[config.mk]
export PLATFORM = sky130hd
export DESIGN_NAME = adc_spi_cfg_ctrl
export DESIGN_NICKNAME = d
export VERILOG_FILES = /design/src/rtl/adc_spi_cfg_ctrl.sv
export SDC_FILE = /design/constraint.sdc
export NUM_CORES = 1
export LEC_CHECK = 0
export ABC_AREA = 0
export CORE_ASPECT_RATIO = 0.5
export CORE_MARGIN = 2
export CORE_UTILIZATION = 25
export DETAILED_ROUTE_END_ITERATION = 8
export MAX_ROUTING_LAYER = met4
export RECOVER_POWER = 25
export SLEW_MARGIN = 20
export SYNTH_ARGS = -nofsm -noshare
export SYNTH_HDL_FRONTEND = slang
export SYNTH_SLANG_ARGS = --single-unit
[constraint.sdc]
create_clock -name main_clk -period 2.15 [get_ports main_clk]
set_input_delay 0.43 -clock main_clk [delete_from_list [all_inputs] [get_ports main_clk]]
set_output_delay 0.43 -clock main_clk [all_outputs]
set_load 0.005 [all_outputs]
[src/rtl/adc_spi_cfg_ctrl.sv]
// Avalon-MM configured sequencer for single-byte ADC transactions over 3-wire SPI.
// Optional read-back path enabled by defining ADC_SPI_READBACK_EN.
module adc_spi_cfg_ctrl #(
    parameter int unsigned CLK_DIV = 8
) (
    input  logic       main_clk,
    input  logic       reset_n,
    input  logic [3:0] address,
    input  logic       read,
    input  logic       write,
    input  logic [7:0] writedata,
    output logic [7:0] readdata,
    output logic       ADC_CSBn,
    output logic       ADC_SCLK,
    output logic       sdio_out,
    output logic       sdio_oe,
    input  logic       sdio_in,
    output logic       cfg_done
);

    localparam int unsigned DIV_W        = 8;
    localparam int unsigned CNT_W        = 6;
    localparam int unsigned FRAME_W      = 24;
    localparam int unsigned SHIFT_HALVES = 48;
    localparam int unsigned OE_DROP_K    = 31;
    localparam int unsigned RX_FIRST_K   = 32;
    localparam logic [DIV_W-1:0] DIV_LAST = DIV_W'(CLK_DIV - 1);

    typedef enum logic [2:0] {
        S_IDLE,
        S_SETUP,
        S_SHIFT,
        S_HOLD,
        S_GAP
    } state_t;

    state_t               r_state, w_state_nx;
    logic [DIV_W-1:0]     r_div, w_div_nx;
    logic [CNT_W-1:0]     r_cnt, w_cnt_nx;
    logic [FRAME_W-1:0]   r_shift, w_shift_nx;
    logic [7:0]           r_rx, w_rx_nx;
    logic                 r_rnw, w_rnw_nx;
    logic                 r_csbn, w_csbn_nx;
    logic                 r_sclk, w_sclk_nx;
    logic                 r_sdo, w_sdo_nx;
    logic                 r_oe, w_oe_nx;
    logic                 r_done_pulse, w_done_pulse_nx;

    logic [7:0]           r_addr_lo;
    logic [4:0]           r_addr_hi;
    logic [7:0]           r_wdata;
    logic [7:0]           r_rdata;
    logic                 r_done;
    logic                 r_ovr;
    logic [7:0]           r_readdata;
    logic [7:0]           w_rd_mux;

    logic                 w_start;
    logic                 w_busy;
    logic                 w_tick;
    logic                 w_frame_end;
    logic                 w_rnw_req;
    logic [FRAME_W-1:0]   w_frame;

`ifdef ADC_SPI_READBACK_EN
    assign w_rnw_req = writedata[1];
`else
    assign w_rnw_req = 1'b0;
`endif

    assign w_start     = write && (address == 4'd3) && writedata[0];
    assign w_busy      = (r_state != S_IDLE);
    assign w_tick      = (r_div == DIV_LAST);
    assign w_frame_end = (r_state == S_GAP) && w_tick && (r_cnt == CNT_W'(1));
    // Read frames send zeros in the data byte; the slave owns SDIO for that part.
    assign w_frame     = {w_rnw_req, 2'b00, r_addr_hi, r_addr_lo,
                          (w_rnw_req ? 8'h00 : r_wdata)};

    always_ff @(posedge main_clk or negedge reset_n) begin
        if (!reset_n) begin
            r_state      <= S_IDLE;
            r_div        <= '0;
            r_cnt        <= '0;
            r_shift      <= '0;
            r_rx         <= '0;
            r_rnw        <= 1'b0;
            r_csbn       <= 1'b1;
            r_sclk       <= 1'b0;
            r_sdo        <= 1'b0;
            r_oe         <= 1'b0;
            r_done_pulse <= 1'b0;
        end else begin
            r_state      <= w_state_nx;
            r_div        <= w_div_nx;
            r_cnt        <= w_cnt_nx;
            r_shift      <= w_shift_nx;
            r_rx         <= w_rx_nx;
            r_rnw        <= w_rnw_nx;
            r_csbn       <= w_csbn_nx;
            r_sclk       <= w_sclk_nx;
            r_sdo        <= w_sdo_nx;
            r_oe         <= w_oe_nx;
            r_done_pulse <= w_done_pulse_nx;
        end
    end

    // Frame sequencer: every step advances on the last cycle of a half-period.
    always_comb begin
        w_state_nx      = r_state;
        w_div_nx        = w_tick ? '0 : r_div + DIV_W'(1);
        w_cnt_nx        = r_cnt;
        w_shift_nx      = r_shift;
        w_rx_nx         = r_rx;
        w_rnw_nx        = r_rnw;
        w_csbn_nx       = r_csbn;
        w_sclk_nx       = r_sclk;
        w_sdo_nx        = r_sdo;
        w_oe_nx         = r_oe;
        w_done_pulse_nx = 1'b0;

        case (r_state)
            S_IDLE: begin
                w_div_nx = '0;
                if (w_start) begin
                    w_state_nx = S_SETUP;
                    w_cnt_nx   = '0;
                    w_shift_nx = w_frame;
                    w_rnw_nx   = w_rnw_req;
                    w_csbn_nx  = 1'b0;
                    w_sclk_nx  = 1'b0;
                    w_sdo_nx   = w_frame[FRAME_W-1];
                    w_oe_nx    = 1'b1;
                end
            end
            S_SETUP: begin
                if (w_tick) begin
                    w_state_nx = S_SHIFT;
                    w_cnt_nx   = '0;
                    w_sclk_nx  = 1'b1;
                end
            end
            S_SHIFT: begin
                if (w_tick) begin
                    if (r_cnt == CNT_W'(SHIFT_HALVES - 1)) begin
                        w_state_nx = S_HOLD;
                        w_cnt_nx   = '0;
                        w_sclk_nx  = 1'b0;
                    end else begin
                        w_cnt_nx  = r_cnt + CNT_W'(1);
                        w_sclk_nx = ~r_sclk;
                        if (r_sclk) begin
                            // Falling edge: present the next bit, hand SDIO over on reads.
                            if (r_cnt < CNT_W'(SHIFT_HALVES - 3)) begin
                                w_shift_nx = {r_shift[FRAME_W-2:0], 1'b0};
                                w_sdo_nx   = r_shift[FRAME_W-2];
                            end
                            if (r_rnw && (r_cnt == CNT_W'(OE_DROP_K - 1))) begin
                                w_oe_nx = 1'b0;
                            end
                        end else if (r_cnt >= CNT_W'(RX_FIRST_K - 1)) begin
                            w_rx_nx = {r_rx[6:0], sdio_in};
                        end
                    end
                end
            end
            S_HOLD: begin
                if (w_tick) begin
                    w_state_nx = S_GAP;
                    w_cnt_nx   = '0;
                    w_csbn_nx  = 1'b1;
                    w_oe_nx    = 1'b0;
                    w_sdo_nx   = 1'b0;
                end
            end
            S_GAP: begin
                if (w_tick) begin
                    if (w_frame_end) begin
                        w_state_nx      = S_IDLE;
                        w_done_pulse_nx = 1'b1;
                    end else begin
                        w_cnt_nx = r_cnt + CNT_W'(1);
                    end
                end
            end
            default: begin
                w_state_nx = S_IDLE;
            end
        endcase
    end

    always_comb begin
        w_rd_mux = 8'h00;
        case (address)
            4'd0:    w_rd_mux = r_addr_lo;
            4'd1:    w_rd_mux = {3'b000, r_addr_hi};
            4'd2:    w_rd_mux = r_wdata;
            4'd4:    w_rd_mux = {5'b00000, r_ovr, r_done, w_busy};
            4'd5:    w_rd_mux = r_rdata;
            default: w_rd_mux = 8'h00;
        endcase
    end

    // Register file; end-of-frame sets come last so they win over a same-cycle clear.
    always_ff @(posedge main_clk or negedge reset_n) begin
        if (!reset_n) begin
            r_addr_lo  <= '0;
            r_addr_hi  <= '0;
            r_wdata    <= '0;
            r_rdata    <= '0;
            r_done     <= 1'b0;
            r_ovr      <= 1'b0;
            r_readdata <= '0;
        end else begin
            if (write) begin
                case (address)
                    4'd0: r_addr_lo <= writedata;
                    4'd1: r_addr_hi <= writedata[4:0];
                    4'd2: r_wdata   <= writedata;
                    4'd4: begin
                        if (writedata[1]) r_done <= 1'b0;
                        if (writedata[2]) r_ovr  <= 1'b0;
                    end
                    default: ;
                endcase
            end
            if (w_start && w_busy) begin
                r_ovr <= 1'b1;
            end
            if (w_frame_end) begin
                r_done <= 1'b1;
                if (r_rnw) begin
                    r_rdata <= r_rx;
                end
            end
            if (read) begin
                r_readdata <= w_rd_mux;
            end
        end
    end

    assign readdata = r_readdata;
    assign ADC_CSBn = r_csbn;
    assign ADC_SCLK = r_sclk;
    assign sdio_out = r_sdo;
    assign sdio_oe  = r_oe;
    assign cfg_done = r_done_pulse;

endmodule

==> Word-level counts from Yosys, hierarchy flattened <==
Index checks and enable logic that the tools add are counted.
{ "totals": {"romBits": 0, "inputBits": 17, "latchBits": 0, "out_inout_bits": 13, "ramBits": 0, "n_memories": 0, "reg_bits": 76} }
{ "op_classes": {"eq_ne": 23, "n_addsub": 2, "magnitude_cmp": 1, "muxes": 49, "mul": 0, "n_reduce_logical": 32, "n_shift": 0, "n_bitwise": 2, "n_div": 0} }
{ "ops": {"columns": ["op", "count"], "rows": [
  ["2-to-1 mux 23 bit", 5],
  ["case mux 23 bit (2 select lines)", 1],
  ["2-to-1 mux 6 bit", 6],
  ["case mux 8 bit (4 select lines)", 1],
  ["case mux 6 bit (4 select lines)", 1],
  ["!= test 2 bit (second input constant)", 11],
  ["2-to-1 mux 1 bit", 21],
  ["2-to-1 mux 3 bit", 7],
  ["AND reduction 7 bit", 3],
  ["2-to-1 mux 8 bit", 2],
  ["nonzero test 2 bit", 8],
  ["case mux 3 bit (5 select lines)", 1],
  ["AND reduction 6 bit", 2],
  ["AND reduction 3 bit", 3],
  ["nonzero test 3 bit", 3],
  ["adder 8 x 1 -> 8 bit (second input constant)", 1],
  ["equality test 4 x 2 -> 1 bit (second input constant)", 2],
  ["equality test 8 x 3 -> 1 bit (second input constant)", 1],
  ["adder 6 x 1 -> 6 bit (second input constant)", 1],
  ["equality test 3 x 2 -> 1 bit (second input constant)", 2],
  ["equality test 6 x 1 -> 1 bit (second input constant)", 1],
  ["equality test 6 bit (second input constant)", 1],
  ["less-than comparator 6 bit (second input constant)", 1],
  ["case mux 1 bit (3 select lines)", 2],
  ["other kinds (14)", 22]
]} }

==> Longest topological paths before layout <==
{ "depth": {"word_depth": 6, "depth_mapped": 8, "depth_no_buf": 7} }

==> Least setup slack after synthesis <==
OpenSTA, ideal clock, no wires.
{ "synth_path": {"kind": "reg-to-reg", "startpoint": "register r_div[0]", "endpoint": "register r_shift[10]", "synth_period_minus_slack_ps": 2112, "t_arrival_ps": 1987, "setup_slack_ps": 38, "path_stages_with_launch": 8, "n_path_buf": 1, "path_cell_list": "dfrtp_1 -> ha_1 -> or3b_2 -> nor3_2 -> o21ai_2 -> nor2_4 -> buf_12 -> mux2_4"} }
{ "synth_between": {"elab_chain_len": 3} }
{ "synth_lines": {"columns": ["item", "line", "rtl"], "rows": [
  ["from (decl)", "38", "logic [DIV_W-1:0] r_div, w_div_nx;"],
  ["from (signal assigned)", "94", "r_div <= w_div_nx;"],
  ["equality test 8 x 3 -> 1 bit", "73", "assign w_tick = (r_div == DIV_LAST);"],
  ["!= test 2 bit (no source line)", null, null],
  ["AND reduction 6 bit (no source line)", null, null],
  ["to (signal assigned)", "96", "r_shift <= w_shift_nx;"],
  ["to (decl)", "40", "logic [FRAME_W-1:0] r_shift, w_shift_nx;"]
]} }
Every way passes these cells.
A chain may end at the register's enable or synchronous reset.

==> Final worst setup path <==
{ "layout_path": {"startpoint": "register r_div[3]", "endpoint": "register r_shift[1]"} }
Same word-level chain as after synthesis.

==> out/metrics.yaml <==
status: "finished, final reports clean"
synth-xor-area-share_pct: 1.599
muxShareOfSynthArea_pct: 20.40
drc: 0
synth_ff_type: "dfrtp_1"
die_width_um: 179.1
pin_count: 30
final-hold-violation-count: 0
path_max_fanout: 10
reg2reg_slack_ps: 10
clkTransAtPathRegs_ps: 60
synth.yosys.seq_area_share_pct: 49.64
pre_cts_slack_ps: -329.4
nets: 407
synth_top_cell_by_area: "dfrtp_1"
drt_iter0_drc: 123
multi_input_area_um2: 1787
period_needed_ps: 2136
gp_congestion: 0.7871
wl_per_cell_um: 14.32
numCtsBuffers: 9
max_freq_mhz: 468.2
synth_top_area_share_pct: 48.96
layout_setup_ws_ps: 14.16
critPathArrivalTime_ps: 2350
yosys-top-cells-area: "dfrtp_1 (49%), mux2_2 (12%), mux2_4 (7.8%)"
synth-compound-area-share_pct: 10.80
synth_edf_count: 0
setup_viol: 0
wirelength_um: 8432
clk_latency_ps: 330
fin_crit_sh_pct: 99.34
netlist_instances: 317
worstPathRequired_ps: 2370
tns_ps: 0
synth_commonest_cells: "dfrtp_1 (75), mux2_2 (41), nor2_1 (22)"
placed_area_um2: 4621
port-buffer-count: 28
rsz0062_at_grt: "true"
n_antenna_cell: 0
drive_gt1_share_pct: 35.81
peakVddDrop_v: 0.0004126
yosys_register_bits: 76
cts_resized: 0
synth-async-reset-ratio_pct: 100.0
cts_tree: "built"
syn2layout_area_growth_pct: 29.90
clock-skew-final_ps: 5.581
grt_overflow: 0
cts_num_sinks: 76
powerDensity_nw_per_um2: 867.7
syn_area_um2: 3834
core-area_um2: 14740
slew_headroom_pct: 24.14
min_path_type: "input port to asynchronous set/reset pin"
htreeDepth: 3
worstReg2RegEnd: "r_shift[1]"
grt_max_degree: 45
synth-simple-area-share_pct: 11.95
rr_worst_depth: 6
crit_end: "r_shift[1]"
p_leak_nw: 2.154
final_area_um2: 4980
first_pass_iters: 4
rows: 31
fill_cells: 1479
root_buffer: "clkbuf_16"
antenna_found_initial: 0
utilization_pct: 33.79
synth_adder_area_share_pct: 1.567
synth_top_family_by_area: "multiplexers"
grt_pass1_vias: 2737
dp_cells: 572
crit_path_top_delay_cell: "or4b_4"
slew_viol_final: 0
max_stage_delay_ps: 590
register_area_um2: 1903
path_cells: "or4b_4 -> nor3_4 -> o21ai_2 -> nor2_4 -> clkbuf_16 -> mux2_4"
startpoint: "r_div[3]"
cts.path.max_buffers: 2
grt_pass1_wl_um: 14100
ys.warnings.count: 0
cts_setup_buffers: 0
viasPerCell: 4.452
tightest_slew_ps: 1138
synth_nets: 338
start_util_pct: 26.01
yosys.cell_count.top_type: "dfrtp_1"
die_area_um2: 16400
cp-end-kind: "register"
r2r_start: "r_div[3]"
hpwl_um: 6146
startpoint_type: "register"
cts_hold_buf: 0
antenna_left: 0
layout.cells.non_filler: 589
postSynthAreaPerCell_um2: 12.09
grt_use_total_pct: 11.34
vias: 2622
maxCapViolations: 0
synth_cell_types: 60
die_h_um: 91.57
critical_path_class: "register to register"
## stage by stage
step                      hold slack (ps)  power [mW]
after floorplan                     134.4       2.361
after global placement              468.8       2.686
after detailed placement            472.0       2.702
after CTS                           117.9       4.357
after global routing                410.4       4.541
final                               310.2       4.321
## registers in the layout (all words and copies together) (netlist names), 3 cells and up
| register | cells |
|---|---|
| r_addr_lo | 8 |
| r_wdata | 8 |
| r_state | 3 |
| readdata | 8 |
| r_shift | 23 |
| r_addr_hi | 5 |
| r_cnt | 6 |
| r_div | 8 |
## critical path, delay by kind of cell (launching register included)
| family | cells | cell delay, ps |
|---|---|---|
| DFF | 1 | 380 |
| and+or+nand+nor | 3 | 1000 |
| buffers and inverters | 1 | 220 |
| muxes | 1 | 300 |
| AOI/OAI and AO/OA | 1 | 110 |
## report_power, final
group	internal, mW	total [mW]	switching [mW]
Combinational	0.503	0.869	0.365
Sequential	1.65	1.82	0.172
Clock	1.05	1.63	0.586
## metal layers
layer	up-vias	wire length (um)	track usage, %
li1	1293	-	-
met1	1302	4250	15.22
met2	18	3862	16.86
met3	9	227	2.931
met4	0	92	3.226
met5	-	0	-
## how the worst min path moves through the flow
stage | to | slack (ps) | depth (start not counted) | startpoint
3_3_place_gp | r_state[1] | 470 | 1 | reset_n
5_1_grt | r_state[1] | 410 | 1 | reset_n
3_5_place_dp | r_state[1] | 470 | 1 | reset_n
2_1_floorplan | ADC_SCLK | 130 | 0 | reset_n
6_report | ADC_SCLK | 310 | 1 | reset_n
4_1_cts | r_state[1] | 120 | 1 | reset_n
## logic make-up after synthesis
kind of cell | count (synthesis)
simple gates | 79
flops | 76
mux | 63
compound gates | 58
buf+inv | 29
xor+xnor | 7
fa+ha+maj | 5
## final cells by class
class                           instances  area share, %
Inverter                               15          1.131
Multi-Input combinational cell        212          35.88
Timing Repair Buffer                   72          13.27
Clock inverter                          6          1.734
Clock buffer                           10          4.799
Tap cell                              198          4.975
Sequential cell                        76          38.22
## placed cells by master, fill, tap and decap left out, types with 2 or more instances in the layout
cell type and count:
a22oi_1 3, bufinv_16 2, dfrtp_1 75, and3_1 3, nor2b_1 2, a31oi_1 5, clkinv_2 2, clkbuf_16 10
inv_1 15, a21oi_1 7, or3b_4 2, buf_12 3, a221oi_1 3, mux2_2 41, xor2_1 3, buf_4 40
o22ai_1 8, ha_1 4, o21ai_1 5, mux2_4 20, xnor2_1 4, nand2_1 16, nor2_1 22, o21ai_0 9
nand3_1 12, o31ai_1 4, a22o_1 4, mux2i_1 2, clkdlybuf4s50_1 27, nor4b_1 2, nand4_1 2
No activity file was read; power rests on OpenSTA's default activity.
